## src/rtl/spi_master_core.sv

```systemverilog
// SPI master engine: one {~write, addr, data} register frame per request, any CPOL/CPHA, N active-low selects.
// Optional odd parity bit appended to the frame when SPI_PARITY_EN is defined.
module spi_master_core #(
  parameter int CPOL    = 0,
  parameter int CPHA    = 0,
  parameter int SLAVES  = 1,
  parameter int ADDR_W  = 8,
  parameter int DATA_W  = 8,
  parameter int CLK_DIV = 4
) (
  input  logic                      PCLK,
  input  logic                      PRESET,
  input  logic                      req_valid,
  output logic                      req_ready,
  input  logic                      req_write,
  input  logic [$clog2(SLAVES):0]   req_slave,
  input  logic [ADDR_W-1:0]         req_addr,
  input  logic [DATA_W-1:0]         req_wdata,
  input  logic                      abort,
  output logic                      rsp_valid,
  output logic [DATA_W-1:0]         rsp_rdata,
  output logic                      rsp_err,
  output logic [SLAVES-1:0]         SS,
  output logic                      SCLK,
  output logic                      MOSI,
  input  logic                      MISO
);

`ifdef SPI_PARITY_EN
  localparam int PAR = 1;
`else
  localparam int PAR = 0;
`endif
  localparam int N  = 1 + ADDR_W + DATA_W + PAR;
  localparam int RW = DATA_W + PAR;
  localparam int CW = (CLK_DIV > 1) ? $clog2(CLK_DIV) : 1;
  localparam int TW = $clog2(2 * N + 1);
  localparam int SW = $clog2(SLAVES) + 1;

  typedef enum logic [2:0] {IDLE, SETUP, SHIFT, HOLD, GAP, ERR} state_t;

  state_t            state, state_nxt;
  logic [CW-1:0]     cnt;
  logic [TW-1:0]     tcnt;
  logic [N-1:0]      tx_sr;
  logic [RW-1:0]     rx_sr;
  logic              write_q;
  logic              accept, busy, kill, tick, sample_edge, illegal;
  logic [N-1:0]      frame;
  logic [DATA_W-1:0] wfield;
  logic [DATA_W-1:0] rx_data;
  logic              frame_err;

  assign illegal = (req_slave >= SW'(SLAVES));

  always_comb begin
    wfield = req_write ? req_wdata : '0;
`ifdef SPI_PARITY_EN
    frame     = {~req_write, req_addr, wfield, req_write & (~^{~req_write, req_addr, wfield})};
    rx_data   = rx_sr[RW-1:1];
    frame_err = ~write_q & (rx_sr[0] != (~^rx_sr[RW-1:1]));
`else
    frame     = {~req_write, req_addr, wfield};
    rx_data   = rx_sr;
    frame_err = 1'b0;
`endif
  end

  always_ff @(posedge PCLK) begin
    if (PRESET) state <= IDLE;
    else        state <= state_nxt;
  end

  always_comb begin
    state_nxt = state;
    case (state)
      IDLE:    if (accept) state_nxt = illegal ? ERR : SETUP;
      ERR:     state_nxt = IDLE;
      SETUP:   if (kill) state_nxt = GAP; else if (tick) state_nxt = SHIFT;
      SHIFT:   if (kill) state_nxt = GAP;
               else if (tick && tcnt == TW'(2 * N - 1)) state_nxt = HOLD;
      HOLD:    if (kill || tick) state_nxt = GAP;
      GAP:     if (tick) state_nxt = IDLE;
      default: state_nxt = IDLE;
    endcase
  end

  // Odd-numbered toggles are leading edges; CPHA picks which edge type samples.
  always_comb begin
    req_ready   = (state == IDLE);
    accept      = req_valid && (state == IDLE);
    busy        = (state == SETUP) || (state == SHIFT) || (state == HOLD);
    kill        = abort && busy;
    tick        = (cnt == CW'(CLK_DIV - 1));
    sample_edge = (CPHA != 0) ? tcnt[0] : ~tcnt[0];
  end

  always_ff @(posedge PCLK) begin
    if (PRESET) begin
      cnt       <= '0;
      tcnt      <= '0;
      tx_sr     <= '0;
      rx_sr     <= '0;
      write_q   <= 1'b0;
      SS        <= '1;
      SCLK      <= 1'(CPOL);
      MOSI      <= 1'b0;
      rsp_valid <= 1'b0;
      rsp_rdata <= '0;
      rsp_err   <= 1'b0;
    end else begin
      rsp_valid <= 1'b0;
      if (state == IDLE || state == ERR || tick || kill) cnt <= '0;
      else                                               cnt <= cnt + CW'(1);

      if (kill) begin
        SS        <= '1;
        SCLK      <= 1'(CPOL);
        MOSI      <= 1'b0;
        rsp_valid <= 1'b1;
        rsp_err   <= 1'b1;
        rsp_rdata <= '0;
      end else begin
        case (state)
          IDLE: if (accept) begin
            write_q <= req_write;
            tcnt    <= '0;
            rx_sr   <= '0;
            if (illegal) begin
              rsp_valid <= 1'b1;
              rsp_err   <= 1'b1;
              rsp_rdata <= '0;
            end else begin
              SS <= ~(SLAVES'(1) << req_slave);
              // CPHA=0 must present the first bit before the first (sampling) edge.
              if (CPHA == 0) begin
                MOSI  <= frame[N-1];
                tx_sr <= frame << 1;
              end else begin
                tx_sr <= frame;
              end
            end
          end
          SETUP, SHIFT: if (tick) begin
            SCLK <= ~SCLK;
            tcnt <= tcnt + TW'(1);
            if (sample_edge) begin
              rx_sr <= RW'({rx_sr, MISO});
            end else begin
              MOSI  <= tx_sr[N-1];
              tx_sr <= tx_sr << 1;
            end
          end
          HOLD: if (tick) begin
            SS        <= '1;
            MOSI      <= 1'b0;
            rsp_valid <= 1'b1;
            rsp_err   <= frame_err;
            rsp_rdata <= write_q ? '0 : rx_data;
          end
          default: ;
        endcase
      end
    end
  end

endmodule
```

## config.mk

```make
export PLATFORM = sky130hd
export DESIGN_NAME = spi_master_core
export DESIGN_NICKNAME = d
export VERILOG_FILES = /design/src/rtl/spi_master_core.sv
export SDC_FILE = /design/constraint.sdc
export NUM_CORES = 1
export LEC_CHECK = 0
export CELL_PAD_IN_SITES_DETAIL_PLACEMENT = 1
export CELL_PAD_IN_SITES_GLOBAL_PLACEMENT = 2
export CORE_ASPECT_RATIO = 1.75
export CORE_UTILIZATION = 32
export CTS_CLUSTER_DIAMETER = 200
export DETAILED_ROUTE_END_ITERATION = 8
export PLACE_DENSITY_LB_ADDON = 0.3
export SKIP_CTS_REPAIR_TIMING = 1
export SYNTH_ARGS = -nofsm -noshare
export SYNTH_HDL_FRONTEND = slang
export SYNTH_SLANG_ARGS = --single-unit
```

## constraint.sdc

```tcl
create_clock -name PCLK -period 2.75 [get_ports PCLK]
set_clock_uncertainty 0.2 [all_clocks]
set_input_delay 0.275 -clock PCLK [delete_from_list [all_inputs] [get_ports PCLK]]
set_output_delay 0.275 -clock PCLK [all_outputs]
set_load 0.005 [all_outputs]
```

=== Word-level counts from Yosys, hierarchy flattened ===
Index checks and enable logic that the tools add are counted.

* Muxes and demuxes: 46
* Reduce and logical (&&, ||, !) cells: 27
* Bitwise operators: 4
* Order comparisons: 1
* Add/sub/neg operators: 2
* Shift-type cells: 1
* Equality and inequality tests: 21

{| class="wikitable"
|+ Operator list
! operator !! number
|-
| 2-to-1 mux 17 bit || 4
|-
| 2-to-1 mux 8 bit || 8
|-
| case mux 17 bit (2 select lines) || 1
|-
| case mux 8 bit (2 select lines) || 2
|-
| 2-to-1 mux 3 bit || 8
|-
| AND reduction 4 bit || 4
|-
| 2-to-1 mux 1 bit || 15
|-
| case mux 3 bit (5 select lines) || 1
|-
| != test 2 bit, second input constant || 7
|-
| 2-to-1 mux 6 bit || 2
|-
| case mux 6 bit (2 select lines) || 1
|-
| AND reduction 6 bit || 2
|-
| AND reduction 5 bit || 2
|-
| != test 3 bit, second input constant || 3
|-
| adder 6 x 1 -> 6 bit, second input constant || 1
|-
| == test 3 x 2 -> 1 bit, second input constant || 2
|-
| == test 3 bit, second input constant || 2
|-
| == test 6 bit, second input constant || 1
|-
| logical OR 1 bit || 6
|-
| != test 3 x 1 -> 1 bit, second input constant || 2
|-
| case mux 1 bit (2 select lines) || 3
|-
| nonzero test 3 bit || 2
|-
| OR reduction 2 bit || 3
|-
| != test 2 x 1 -> 1 bit, second input constant || 2
|-
| other kinds (12) || 18
|}

* Output and inout port bits: 14
* Input bits: 23
* Word-level logic and storage cells: 114
* Bits in registers: 50

=== Depth between registers and ports, before layout ===
Gate-level depths: netlist of run 1.

* Depth after elaboration: 7
* Gate-level depth with buffers: 8
* Gate-level depth less buffers: 6

=== Worst setup path after synthesis of run 1 ===
OpenSTA, ideal clock, no wires.

* Path kind: register -> register
* From: register cnt[0]
* To: register tcnt[3]
* Arrival: 1.634 ns
* Cell stages (with the launch flop): 7
* Data required time: 2.481 ns
* Buffers on the path: 1
* Slack: 0.847 ns
* Path through: dfxtp_1 ha_1 clkbuf_1 and3_1 o21ai_0 or4_1 o21ai_1

* Longest elaborated chain between the ends: 3

{| class="wikitable"
|+ RTL lines
! item !! RTL line !! source
|-
| from (decl) || 43 || <nowiki>logic [CW-1:0] cnt;</nowiki>
|-
| from (signal assigned) || 114 || <nowiki>else cnt <= cnt + CW'(1);</nowiki>
|-
| == test 2 bit || 94 || <nowiki>tick = (cnt == CW'(CLK_DIV - 1));</nowiki>
|-
| != test 2 bit (no line) || - ||
|-
| AND reduction 4 bit (no line) || - ||
|-
| to (signal assigned) || 146 || <nowiki>tcnt <= tcnt + TW'(1);</nowiki>
|-
| to (decl) || 44 || <nowiki>logic [TW-1:0] tcnt;</nowiki>
|}

No other way between the ends.
A chain may end at the register's enable or synchronous reset.

=== Final worst setup path of run 1 ===
* From: register state[0]
* To: register tx_sr[15]

* Longest elaborated chain between the ends: 6
* Elaborated cells on any way between the ends: 17
* Those cells by class: eq/ne (7); mux (1); bitwise (1); reduce/logical (8)

{| class="wikitable"
|+ RTL lines
! item !! RTL line !! source
|-
| from (decl) || 42 || <nowiki>state_t state, state_nxt;</nowiki>
|-
| from (signal assigned) || 71 || <nowiki>else state <= state_nxt;</nowiki>
|-
| branches (longest 6 deep; another with AND reduction 6 bit) || - ||
|-
| to (signal assigned) || 138 || <nowiki>tx_sr <= frame << 1;</nowiki>
|-
| to (signal assigned) || 140 || <nowiki>tx_sr <= frame;</nowiki>
|-
| to (signal assigned) || 151 || <nowiki>tx_sr <= tx_sr << 1;</nowiki>
|-
| to (decl) || 45 || <nowiki>logic [N-1:0] tx_sr;</nowiki>
|}

Parallel ways; which one is timed is not known.

==> impl_metrics.ini, run 1 <==
[outcome]
run_status = completed

[grt]
maximum_number_of_pins_on_one_net_before_global_route_repair = 33
first_global_vias = 2174
grt_antenna_before_repair = 0
grt_pass1_wl_um = 10600
groute.usage.overall = 0.180
grt.overflow.total = 0

[yosys]
synthDistinctLibCells = 45
synth_ff_type = dfxtp_1
syn_nets = 308
synthTopCellsByArea = dfxtp_1, a311oi_2, nand3_1
yosys-top-cells-count = dfxtp_1, nand2_1, nand3_1, nor2_1, a21oi_1
register_area_share_after_synthesis = 0.414
mappedNetlistArea_mm2 = 0.00237
synthesis.yosys.warnings = 0
async_flop_share = 0
cell_taking_the_most_area_after_synthesis = dfxtp_1
yosysTopAreaCellShare = 0.414
yosys_register_bits = 49
yosysMostFrequentCell = dfxtp_1
syn-mean-instance-area_um2 = 8.41
synth_edf_count = 0
syn_inst = 282

[timing]
timing.final.max_slew_violations = 0
remaining_max_slew_budget_at_the_tightest_pin = 0.585
period_minus_slack_ns = 2.44
fin_setup_tns_ns = 0
worst-slew-pin-transition_ns = 0.621
rsz0062_at_grt = no
max_freq_ghz = 0.410
finalHoldViolations = 0
final_min_period_over_clock_period = 0.887
setup_violations = 0

[power]
comb_power_share = 0.383
finalPower_mw = 2.70
power.net_switching_mw = 1.01
power_per_cell_area_mw_per_mm2 = 905
power.leakage_nw = 1.01
power_frac_clock = 0.260
sw_frac_of_total = 0.373
power_report.internal_total_mw = 1.69
max-vdd-ir-drop_mv = 0.344
power_frac_seq = 0.357

[floorplanning]
dieArea_mm2 = 0.00777
die_h_um = 116
dieWidth_um = 67.1
initial_utilization = 0.330
core_region_area_mm2 = 0.00718
placement_rows = 41
ioPinCount = 37

[drt]
via_count = 2149
number_of_remaining_drc_errors = 0
drtPass1Iterations = 4
post_drt_wl_per_cell_um = 15.2
drt-vias-per-instance = 5.33
drt_first_iter_violations = 45
postRouteWirelength_um = 6130
final_antenna_net_count = 0

[cts]
ctsHtreeMaxLevel = 2
tritoncts.num_buffers = 5
cts_sinks = 49
cts_max_path_buffers = 2
clock_insertion_delay_worst_skew_ns = 0.29
cts.clk_slew.worst_paths_ns = 0.07
ctsRootBufferMaster = clkbuf_16
clock_tree_from_tritoncts = yes

[placed_design]
dpl-instance-area_mm2 = 0.00281
gpl.final_weighted_congestion = 0.784
numPlacedInstances = 395
io_buffers = 36
post-dp-hpwl_um = 4580

[layout]
finish.instance_area_mm2 = 0.00298
nNetsFinal = 342
post_route_cells_drive_above_1_share = 0.129
final_cell_count_no_fill = 403
areaGrowthSynthToFinish_pct = 25.8
num_antenna_cells = 0

[worst_hold_path]
class_of_the_worst_hold_path = reg2reg

[critical_path]
worstPathArrival_ns = 2.44
worstPathCellList = nor2b_1, o31ai_2, o211a_4, nor2_1, a311oi_2
timing.critical_path.to_type = flip-flop
timing.critical_path.required_ns = 2.75
crit_slowest_cell = dfxtp_1
timing_worst_setup_path_type = reg2reg
setup.worst_path.start_class = flip-flop
slowest_delay_ns = 0.71
worstPathMaxFanout = 32

[run]
maxCapViolations = 0
## state kept, by name (all words and copies together) (netlist names)
name	cells
rsp_err	1
cnt	2
tx_sr	16
rx_data	8
MOSI	1
SCLK	1
rsp_rdata	8
state	3
tcnt	6
write_q	1
SS	1
rsp_valid	1
## through the flow
stage / util / hold slack (ns) / setup slack, ns
after floorplan: - / 0.208 / 0.847
after CTS: 0.415 / 0.245 / 0.288
after detailed placement: 0.392 / 0.236 / 0.196
after global routing: 0.415 / 0.268 / 0.112
final: 0.415 / 0.238 / 0.310
after global placement: 0.392 / 0.217 / 0.285
## layout by cell type, fill, tap and decap left out, types with 5 or more instances in the layout
cell,count
dfxtp_1,49
nand2_1,43
nand3_1,37
clkdlybuf4s50_1,36
nor2_1,30
a21oi_1,25
a311oi_2,14
buf_4,12
nor3_1,5
o21ai_0,5
xor2_1,5
clkbuf_16,5
## worst max-delay path, delay by kind of cell (launching register included)
family             cells  cell delay, ns
AOI/OAI and AO/OA      3            1.16
DFF                    1            0.71
and+or+nand+nor        2            0.27
## routing by layer
layer / routed length (um) / vias up / part of all wire / global-route usage
li1: - / 1077 / - / -
met1: 2490 / 1031 / 0.41 / 0.194
met2: 3320 / 34 / 0.54 / 0.328
met3: 152 / 7 / 0.025 / 0.0305
met4: 163 / 0 / 0.027 / 0.0837
met5: 0 / - / 0 / 0
## power by group through the flow
stage	sequential, mW	combinational, mW	clock, mW
6_report	0.964	1.03	0.701
4_1_cts	0.965	1.06	0.725
3_5_place_dp	0.982	1.06	0
5_1_grt	0.985	1.16	0.751
3_3_place_gp	0.976	1.03	0
2_1_floorplan	0.903	0.811	0
## final timing paths
path / from / endpoint / slack, ns / cells after the start
hold reg to reg: cnt[0]$_SDFF_PP0_ / cnt[0]$_SDFF_PP0_ / 0.24 / 1
setup reg to reg: state[0]$_SDFFE_PP0P_ / tx_sr[15]$_SDFFE_PP0P_ / 0.31 / 5
hold / removal: cnt[0]$_SDFF_PP0_ / cnt[0]$_SDFF_PP0_ / 0.24 / 1
setup / recovery: state[0]$_SDFFE_PP0P_ / tx_sr[15]$_SDFFE_PP0P_ / 0.31 / 5
## area by class of cell
type / instances / area [um^2]
fill: 879 / 4200
clock inverter: 2 / 38.8
multi-input combinational: 209 / 1260
sequential: 49 / 981
timing repair buffer: 48 / 450
tap: 86 / 108
clock buffer: 6 / 129
inverter: 3 / 11.3
## kinds of logic (layout without fill, tap and decap cells)
group | count (synthesis) | in the layout | synth area share
AND/OR/NAND/NOR | 134 | 134 | 0.260
AO/OA/AOI/OAI | 64 | 64 | 0.226
flip-flops | 49 | 49 | 0.414
multiplexers | 1 | 1 | 0.00475
XOR/XNOR | 7 | 7 | 0.0259
buffers and inverters | 24 | 59 | 0.0533
adder cells (fa/ha/maj) | 3 | 3 | 0.0158
Note: power is estimated with default switching activity, not from simulation.
==> run 2, diff against run 1 <==
- PLACE_DENSITY_LB_ADDON: 0.3 -> 0.1
==> run 2 against run 1 <==
Against the previous run: sequential power decreased by 2%; critical path type is now reg2out; power shrank 3.2%; clock-buffer cell count unchanged; via count rose by 1.6%.
==> impl_metrics.ini, run 2 (synthesis gave the netlist of run 1 again) <==
[outcome]
run_status = completed

[layout]
largest_reg_flops = 16
final-seq-area_um2 = 981
areaGrowthSynthToFinish_pct = 25.3
finish.instance_area_mm2 = 0.00297
largest_register = tx_sr
multi_input_area_mm2 = 0.00126
num_antenna_cells = 0
layout.cells.most_common_list = dfxtp_1, nand2_1, nand3_1
mostFrequentLayoutCell = dfxtp_1
nNetsFinal = 344
post_route_cells_drive_above_1_share = 0.135
final_cell_count_no_fill = 405
final_core_utilization = 0.414
fillers = 884

[grt]
grt_antenna_before_repair = 0
maximum_number_of_pins_on_one_net_before_global_route_repair = 33
grt_pass1_wl_um = 10600
groute.usage.overall = 0.179
first_global_vias = 2178
grt.overflow.total = 0

[worst_hold_path]
end_point_of_the_most_critical_hold_path = cnt[0]$_SDFF_PP0_
class_of_the_worst_hold_path = reg2reg
worst_hold_startpoint = cnt[0]$_SDFF_PP0_
hold-path-cell-count = 1

[placed_design]
dpl-instance-area_mm2 = 0.00283
post-place-ws_ns = 0.180
io_buffers = 36
post-dp-hpwl_um = 4610
gpl.final_weighted_congestion = 0.748
numPlacedInstances = 397

[timing]
finalHoldViolations = 0
period_minus_slack_ns = 2.33
max_freq_ghz = 0.428
final_min_period_over_clock_period = 0.849
remaining_max_slew_budget_at_the_tightest_pin = 0.608
finalHoldWorstSlack_ns = 0.237
rsz0062_at_grt = no
worst-slew-pin-transition_ns = 0.587
post-route-worst-setup-slack_ns = 0.415
setup_violations = 0
fin_setup_tns_ns = 0
timing.final.max_slew_violations = 0

[cts]
ctsHtreeMaxLevel = 2
tritoncts.num_buffers = 5
cts_max_path_buffers = 2
clock_insertion_delay_worst_skew_ns = 0.29
ctsRootBufferMaster = clkbuf_16
cts_sinks = 49
clock_tree_from_tritoncts = yes
cts.clk_slew.worst_paths_ns = 0.07

[drt]
final_antenna_net_count = 0
drt_first_iter_violations = 79
number_of_remaining_drc_errors = 0
postRouteWirelength_um = 6210
via_count = 2184
drtPass1Iterations = 4
post_drt_wl_per_cell_um = 15.3
drt-vias-per-instance = 5.39

[floorplanning]
dieArea_mm2 = 0.00777
dieWidth_um = 67.1
die_h_um = 116
initial_utilization = 0.330
ioPinCount = 37
core_region_area_mm2 = 0.00718
placement_rows = 41

[power]
power_per_cell_area_mw_per_mm2 = 879
power.leakage_nw = 1.02
sw_frac_of_total = 0.387
power_report.internal_total_mw = 1.60
comb_power_share = 0.403
power_frac_seq = 0.362
power.net_switching_mw = 1.01
finalPower_mw = 2.61
power_frac_clock = 0.235
max-vdd-ir-drop_mv = 0.412

[run]
maxCapViolations = 0

[critical_path]
worstPathArrival_ns = 1.86
r2r_cells = 6
timing.critical_path.required_ns = 2.28
worst_r2r_endpoint = tx_sr[16]$_SDFFE_PP0P_
critical_r2r_launch = state[0]$_SDFFE_PP0P_
timing_worst_setup_path_type = reg2out
timing.critical_path.to_type = primary output
regToRegSetupSlack_ns = 0.45
worstPathMaxFanout = 14
setup.worst_path.start_class = flip-flop
-- run 2: cell count changes in the layout (fill, tap and decap cells not counted) --
cell	change
buf_4	+2
bufinv_16	-1
clkinv_2	+1
clkinv_4	-1
inv_6	+1
-- run 2: critical path, cell delays in order, from the launching register on --
cell and delay, ns:
dfxtp_1 0.47, nor3_1 0.51, clkdlybuf4s50_1 0.60
-- run 2: how the worst max path moves through the flow --
stage | cells past startpoint | slack, ns | endpoint | startpoint
3_5_place_dp | 6 | 0.18 | tx_sr[16]$_SDFFE_PP0P_ | abort
3_3_place_gp | 6 | 0.21 | tx_sr[1]$_SDFFE_PP0P_ | abort
5_1_grt | 6 | 0.24 | tx_sr[16]$_SDFFE_PP0P_ | state[0]$_SDFFE_PP0P_
2_1_floorplan | 6 | 0.85 | tcnt[3]$_SDFFE_PP0P_ | cnt[0]$_SDFF_PP0_
4_1_cts | 2 | 0.41 | req_ready | state[1]$_SDFFE_PP0P_
6_report | 2 | 0.42 | req_ready | state[1]$_SDFFE_PP0P_
-- run 2: area by class of cell --
type	count	share of cell area
inverter	3	0.00379
timing repair buffer	50	0.157
multi-input combinational	209	0.425
tap	86	0.0362
clock buffer	6	0.0434
sequential	49	0.330
clock inverter	2	0.00463
-- run 2: power groups by stage --
stage / clock [mW] / combinational, mW / sequential (mW)
global route: 0.660 / 1.18 / 0.966
detailed placement: 0 / 1.08 / 0.961
finish: 0.615 / 1.05 / 0.946
CTS: 0.636 / 1.07 / 0.947
floorplan: 0 / 0.811 / 0.903
global placement: 0 / 1.06 / 0.963
-- run 2: routing by layer --
| layer | routed length, um | track usage |
|---|---|---|
| met1 | 2500 | 0.196 |
| met2 | 3380 | 0.326 |
| met3 | 175 | 0.0335 |
| met4 | 153 | 0.0766 |
| met5 | 0 | 0 |
